[src/rtl/cmplx_pkg.sv]
// Shared sizing helpers for the pipelined complex multiplier.
package cmplx_pkg;

  // Full-precision width: signed product plus one bit for the conjugate and one for the add.
  function automatic int prod_w(input int a_w, input int b_w);
    return a_w + b_w + 2;
  endfunction

  function automatic longint sat_max(input int out_w);
    return (longint'(1) <<< (out_w - 1)) - 1;
  endfunction

  function automatic longint sat_min(input int out_w);
    return -(longint'(1) <<< (out_w - 1));
  endfunction

endpackage

[src/rtl/round_sat.sv]
// Combinational round-half-up / truncate, arithmetic shift and saturate to OUT_W.
module round_sat
  import cmplx_pkg::*;
#(
  parameter int IN_W  = 34,
  parameter int SHIFT = 15,
  parameter int ROUND = 1,
  parameter int OUT_W = 16
) (
  input  logic signed [IN_W-1:0]  x,
  output logic signed [OUT_W-1:0] y,
  output logic                    ovf
);

  localparam int SH_M1 = (SHIFT > 0) ? SHIFT - 1 : 0;
  localparam logic signed [IN_W:0] RND =
    (ROUND != 0 && SHIFT > 0) ? ((IN_W + 1)'(1) <<< SH_M1) : '0;
  localparam logic signed [IN_W:0]    T_MAX = (IN_W + 1)'(sat_max(OUT_W));
  localparam logic signed [IN_W:0]    T_MIN = (IN_W + 1)'(sat_min(OUT_W));
  localparam logic signed [OUT_W-1:0] Y_MAX = OUT_W'(sat_max(OUT_W));
  localparam logic signed [OUT_W-1:0] Y_MIN = OUT_W'(sat_min(OUT_W));

  logic signed [IN_W:0] t;

  // NOTE: every output of a combinational block gets a default first so no path leaves it unassigned (no latch).
  always_comb begin
    t   = ($signed({x[IN_W-1], x}) + RND) >>> SHIFT;
    y   = t[OUT_W-1:0];
    ovf = 1'b0;
    if (t > T_MAX) begin
      y   = Y_MAX;
      ovf = 1'b1;
    end else if (t < T_MIN) begin
      y   = Y_MIN;
      ovf = 1'b1;
    end
  end

endmodule

[src/rtl/cmplx_mult_pipe.sv]
// Three-stage signed complex multiplier a*b (optionally conj(a)*b) with scaling,
// saturation, overflow flags and a valid/ready handshake with a global stall.
module cmplx_mult_pipe
  import cmplx_pkg::*;
#(
  parameter int A_W   = 16,
  parameter int B_W   = 16,
  parameter int OUT_W = 16,
  parameter int SHIFT = 15,
  parameter int ROUND = 1
) (
  input  logic                    clk,
  input  logic                    rst,
  input  logic                    i_valid,
  output logic                    i_ready,
  input  logic                    i_conj,
  input  logic signed [A_W-1:0]   i_data_ra,
  input  logic signed [A_W-1:0]   i_data_ca,
  input  logic signed [B_W-1:0]   i_data_rb,
  input  logic signed [B_W-1:0]   i_data_cb,
  output logic                    o_valid,
  input  logic                    o_ready,
  output logic signed [OUT_W-1:0] o_data_r,
  output logic signed [OUT_W-1:0] o_data_c,
  output logic                    o_ovf,
  input  logic                    i_clr_ovf,
  output logic                    o_ovf_sticky
);

  localparam int P = prod_w(A_W, B_W);

  logic en;
  logic v1, v2;

  logic signed [A_W-1:0] s1_ra;
  logic signed [A_W:0]   s1_ca;
  logic signed [B_W-1:0] s1_rb, s1_cb;
  logic signed [A_W:0]   ca_ext, ca_eff;

  logic signed [P-1:0] ra_x, ca_x, rb_x, cb_x;
  logic signed [P-1:0] pp_rr, pp_cc, pp_rc, pp_cr;
  logic signed [P-1:0] re_full, im_full;

  logic signed [OUT_W-1:0] re_y, im_y;
  logic                    re_ovf, im_ovf;

  // The output register being free (empty or draining) lets the whole pipe advance.
  assign en      = ~o_valid | o_ready;
  assign i_ready = en;

  // Extra bit keeps -(-2^(A_W-1)) exact when conjugating.
  assign ca_ext = (A_W + 1)'(i_data_ca);
  assign ca_eff = i_conj ? -ca_ext : ca_ext;

  assign ra_x = P'(s1_ra);
  assign ca_x = P'(s1_ca);
  assign rb_x = P'(s1_rb);
  assign cb_x = P'(s1_cb);

  assign re_full = pp_rr - pp_cc;
  assign im_full = pp_rc + pp_cr;

  round_sat #(.IN_W(P), .SHIFT(SHIFT), .ROUND(ROUND), .OUT_W(OUT_W)) u_rs_re (
    .x   (re_full),
    .y   (re_y),
    .ovf (re_ovf)
  );

  round_sat #(.IN_W(P), .SHIFT(SHIFT), .ROUND(ROUND), .OUT_W(OUT_W)) u_rs_im (
    .x   (im_full),
    .y   (im_y),
    .ovf (im_ovf)
  );

  // NOTE: sequential state uses non-blocking assignments so every stage samples pre-edge values.
  always_ff @(posedge clk or posedge rst) begin
    if (rst) begin
      v1       <= 1'b0;
      v2       <= 1'b0;
      o_valid  <= 1'b0;
      s1_ra    <= '0;
      s1_ca    <= '0;
      s1_rb    <= '0;
      s1_cb    <= '0;
      pp_rr    <= '0;
      pp_cc    <= '0;
      pp_rc    <= '0;
      pp_cr    <= '0;
      o_data_r <= '0;
      o_data_c <= '0;
      o_ovf    <= 1'b0;
    end else if (en) begin
      v1      <= i_valid;
      v2      <= v1;
      o_valid <= v2;
      // Data registers only load behind a valid sample; bubbles leave them untouched.
      if (i_valid) begin
        s1_ra <= i_data_ra;
        s1_ca <= ca_eff;
        s1_rb <= i_data_rb;
        s1_cb <= i_data_cb;
      end
      if (v1) begin
        pp_rr <= ra_x * rb_x;
        pp_cc <= ca_x * cb_x;
        pp_rc <= ra_x * cb_x;
        pp_cr <= ca_x * rb_x;
      end
      if (v2) begin
        o_data_r <= re_y;
        o_data_c <= im_y;
        o_ovf    <= re_ovf | im_ovf;
      end
    end
  end

  // Set has priority over clear so an overflow in the clearing cycle is not lost.
  always_ff @(posedge clk or posedge rst) begin
    if (rst) begin
      o_ovf_sticky <= 1'b0;
    end else if (o_valid && o_ready && o_ovf) begin
      o_ovf_sticky <= 1'b1;
    end else if (i_clr_ovf) begin
      o_ovf_sticky <= 1'b0;
    end
  end

endmodule

[config.mk]
export PLATFORM = sky130hd
export DESIGN_NAME = cmplx_mult_pipe
export DESIGN_NICKNAME = d
export VERILOG_FILES = /design/src/rtl/cmplx_pkg.sv /design/src/rtl/round_sat.sv /design/src/rtl/cmplx_mult_pipe.sv
export SDC_FILE = /design/constraint.sdc
export NUM_CORES = 2
export LEC_CHECK = 0
export CAP_MARGIN = 15
export CORE_ASPECT_RATIO = 1.1
export CORE_UTILIZATION = 33
export DETAILED_ROUTE_END_ITERATION = 12
export PLACE_DENSITY = 0.49
export SYNTH_ARGS = -nofsm -noshare
export SYNTH_HDL_FRONTEND = slang
export SYNTH_HIERARCHICAL = 1
export SYNTH_SLANG_ARGS = --single-unit
[constraint.sdc]
create_clock -name clk -period 11.68 [get_ports clk]
set_input_delay 1.752 -clock clk [delete_from_list [all_inputs] [get_ports clk]]
set_output_delay 1.752 -clock clk [all_outputs]
set_load 0.005 [all_outputs]
# [After elaboration in Yosys (flattened, before gate mapping)]
# Cells that the tools add are included.
# W data, S select, Z words.
[classes] add_sub_neg=5 multipliers=4 n_lt_le_gt_ge=4 mux=11 bitwise=3 n_reduce_logical=6
[op_table] cell="$add A34 B16 Y35 const B" count=2
[op_table] cell="$mul A17 B16 Y33" count=2
[op_table] cell="$mul A16 B16 Y32" count=2
[op_table] cell="$mux W16" count=4
[op_table] cell="$gt A20 B16 Y1 const B" count=2
[op_table] cell="$lt A20 B16 Y1 const B" count=2
[op_table] cell="$add A34 B34 Y34" count=1
[op_table] cell="$sub A34 B34 Y34" count=1
[op_table] cell="$mux W17" count=1
[op_table] cell="$neg A16 Y17" count=1
[op_table] cell="$mux W1" count=6
[op_table] cell="$reduce_and A2 Y1" count=3
[op_table] cell="$logic_and A1 B1 Y1" count=2
[op_table] cell="$or A1 B1 Y1" count=2
[op_table] cell="$reduce_bool A2 Y1" count=1
[op_table] cell="$not A1 Y1" count=1
[totals] register_bits=238 inputBits=70 elab_cells=48

# [Logic depth before layout (Yosys ltp)]
[logic_depth] depth_word=6 mapped_depth=25

# [By module]
# Netlist, hierarchy kept.
[by_module_without_submodules] module="cmplx_mult_pipe" instances=1 cells_per_inst=5692 area_each_um2=52315.2 seq_area_each_um2=5805.6
[by_module_without_submodules] module="round_sat" instances=2 cells_per_inst=91 area_each_um2=579.3 seq_area_each_um2=0.0

# [Worst setup path before layout]
# Ideal clock, no wire load.
[synth_timing] kind="register to register" from="register s1_cb[7]" to="register pp_cc[31]" t_arrival_ns=6.052 slack_ns=5.538 stages_incl_launch_ff=25 n_path_buf=2 synth_period_minus_slack_ns=6.142 cell_sequence="dfrtp_1 > clkbuf_1 > clkbuf_1 > nand2_1 > fa_1 > inv_1 > fa_1 > inv_1 > fa_1 > inv_1 > fa_1 > fa_1 > inv_1 > fa_1 > inv_1 > ha_1 > o21a_1 > o21ai_0 > nand2_1 > o2111a_1 > a21oi_1 > nor3_1 > a211oi_1 > or4b_2 > o2111ai_1"
[synth_between] elab_chain_cells=1
[synth_lines] element="start, declared" line="cmplx_mult_pipe.sv:37" rtl="logic signed [B_W-1:0] s1_rb, s1_cb;"
[synth_lines] element="start signal, assigned" line="cmplx_mult_pipe.sv:101" rtl="s1_cb <= i_data_cb;"
[synth_lines] element="$mul A17 B16 Y33" line="cmplx_mult_pipe.sv:105" rtl="pp_cc <= ca_x * cb_x;"
[synth_lines] element="end signal, assigned" line="cmplx_mult_pipe.sv:105"
[synth_lines] element="end, declared" line="cmplx_mult_pipe.sv:41" rtl="logic signed [P-1:0] pp_rr, pp_cc, pp_rc, pp_cr;"
# No other way between the ends.
# A chain may end at the register's enable or synchronous reset.

# [Final worst setup path]
[layout_timing] from="register s1_ra[7]" to="register pp_rr[30]"
[layout_between] elab_chain_cells=1
[layout_lines] element="start, declared" line="cmplx_mult_pipe.sv:35" rtl="logic signed [A_W-1:0] s1_ra;"
[layout_lines] element="start signal, assigned" line="cmplx_mult_pipe.sv:98" rtl="s1_ra <= i_data_ra;"
[layout_lines] element="$mul A16 B16 Y32" line="cmplx_mult_pipe.sv:104" rtl="pp_rr <= ra_x * rb_x;"
[layout_lines] element="end signal, assigned" line="cmplx_mult_pipe.sv:104"
[layout_lines] element="end, declared" line="cmplx_mult_pipe.sv:41"
# No other way between the ends.

==> out/metrics.yaml <==
grt:
  grt_pass1_vias: 40460
  grt_pass1_wl_um: 234400
  grt_max_degree: 96
  grtUsageTotal_pct: 18.63
  antenna_found_initial: 5
  gr-total-overflow: 0
logic_synthesis:
  yosysWarnings: 6
  synth_fp_nets: 7365
  syn_area_per_cell_sq_um: 9.133
  syn_inst: 5816
  netlist_area_sq_mm: 0.05312
setup_path:
  critPathLaunchType: "register"
  crit_fanout: 18
  required_ns: 12.15
  worst_ep_arrival_time_ns: 8.02
  path_class: "reg2reg"
  reg2reg_slack_ns: 4.13
  end_kind: "register"
placed_design:
  gp_congestion: 0.8259
  dp_hpwl_um: 115500
  portBuffers: 105
clock_tree:
  cts_buffers: 36
  cts_tree: "built"
  cts_root_buf: "clkbuf_16"
  cts_buffer_depth: 3
  clk_latency_ns: 0.60
  clock-sinks: 232
  htree_levels: 2
  clk_pin_slew_ns: 0.06
  cts_resized: 0
  post-cts-setup-buffer-count: 0
  hold_buffers: 0
floorplanning:
  core_area_sq_mm: 0.1599
  dieArea_sq_mm: 0.1626
  start_util_pct: 33.21
  die_x_um: 384.5
  rows: 154
  num_io_pins: 106
  die_h_um: 422.8
detailed_routing:
  wl_per_cell_um: 18.41
  drtPass1Iterations: 5
  routed_via_density: 4.836
  routed_wl_um: 145600
  ant_nets: 0
  drtIter0Drc: 2109
  drcViolationCount: 0
  vias: 38260
timing:
  fin_setup_tns_ns: 0
  hold_viol: 0
  setup_viol: 0
  skew_ns: 0.02618
  slew_viol_final: 0
  finalCritPeriodShare_pct: 64.63
  rsz0062_at_grt: "false"
  timing.slew.headroom_pct: 16.64
  hold_ws_ns: 0.4684
  worstMarginPinSlew_ns: 1.231
  max_freq_mhz: 132.5
  layout_min_cycle_time_ns: 7.549
worst_hold_path:
  hp-class: "reg2reg"
run_status:
  status: "complete, no violations"
final_layout:
  syn_to_final_growth_pct: 8.515
  drive_gt1_share_pct: 4.618
  layout.nets: 7329
job:
  cap_violations: 0
layout make-up:
cell class / count / area (sq um)
fillers: 16540 / 102300
multi-input cells: 4086 / 41690
flip-flops and latches: 232 / 5813
inverters: 1246 / 4684
well taps: 2106 / 2635
repair buffers: 178 / 1599
clock buffers: 49 / 1031
clock inverters: 13 / 182.7
diodes: 1 / 2.502
flip-flops by register name, summed over array words and instances, names as in the netlist, 16 cells and up:
name      flops
pp_cc        33
pp_cr        33
pp_rc        32
pp_rr        32
s1_ca        17
o_data_c     16
o_data_r     16
s1_cb        16
s1_ra        16
s1_rb        16
per-stage QoR:
step | util, % | instances | worst slack [ns] | cell area (sq um)
finish | 36.04 | 7911 | 4.131 | 57640
CTS | 36.04 | 7910 | 4.240 | 57640
floorplan | - | 5816 | 3.567 | 53120
detailed placement | 35.28 | 7848 | 4.261 | 56420
global route | 36.04 | 7910 | 3.869 | 57640
global placement | 35.28 | 7848 | 4.476 | 56420
layout by cell type (no fill, tap or decap), types with 21 or more instances in the layout:
master,instances
o21ai_0,207
nand2_1,750
xor2_1,82
o21a_1,28
dfrtp_1,226
a21oi_1,165
clkbuf_16,37
nor2b_1,21
nor3_1,33
xnor2_1,130
and2_1,506
nand3_1,62
a21o_1,66
nor2_1,147
nand2b_1,37
buf_4,73
clkdlybuf4s50_1,105
inv_1,1244
mux2_2,82
ha_1,401
fa_1,1078
per-layer routing:
| layer | wire length, um | vias to the layer above | track usage [%] | part of all wire (%) |
|---|---|---|---|---|
| met4 | 2991 | 2 | 3.684 | 2.1 |
| met1 | 67770 | 19800 | 26.93 | 47 |
| met5 | 13 | - | 0 | 0.0089 |
| met2 | 68310 | 817 | 30.23 | 47 |
| li1 | - | 17550 | - | - |
| met3 | 6531 | 90 | 1.820 | 4.5 |
final timing paths:
kind	from	endpoint	cells after the start
min in group asynchronous	rst	o_data_c[3]	2
worst max-delay path	s1_ra[7]	pp_rr[30]	22
max in group asynchronous	rst	s1_rb[5]	4
worst min register to register	pp_rc[0]	pp_rc[0]	2
worst max register to register	s1_ra[7]	pp_rr[30]	22
worst min-delay path	pp_rc[0]	pp_rc[0]	2
critical path, cell delays in order (launching register included):
cell       delay (ns)
dfrtp_1          0.94
buf_4            0.38
nand2_1          0.11
fa_1             0.56
inv_1            0.06
fa_1             0.50
inv_1            0.05
fa_1             0.53
inv_1            0.05
fa_1             0.38
fa_1             0.51
inv_1            0.05
fa_1             0.47
inv_1            0.04
ha_1             0.30
a21o_1           0.20
a2111oi_0        0.38
nor3b_1          0.65
a211oi_1         0.27
o22a_1           0.31
o311ai_2         0.30
nand3_1          0.12
a31o_2           0.25
Power is left out: the tool's default activity adds up to more than one toggle a clock period on the data nets, which glitch-free logic cannot reach.
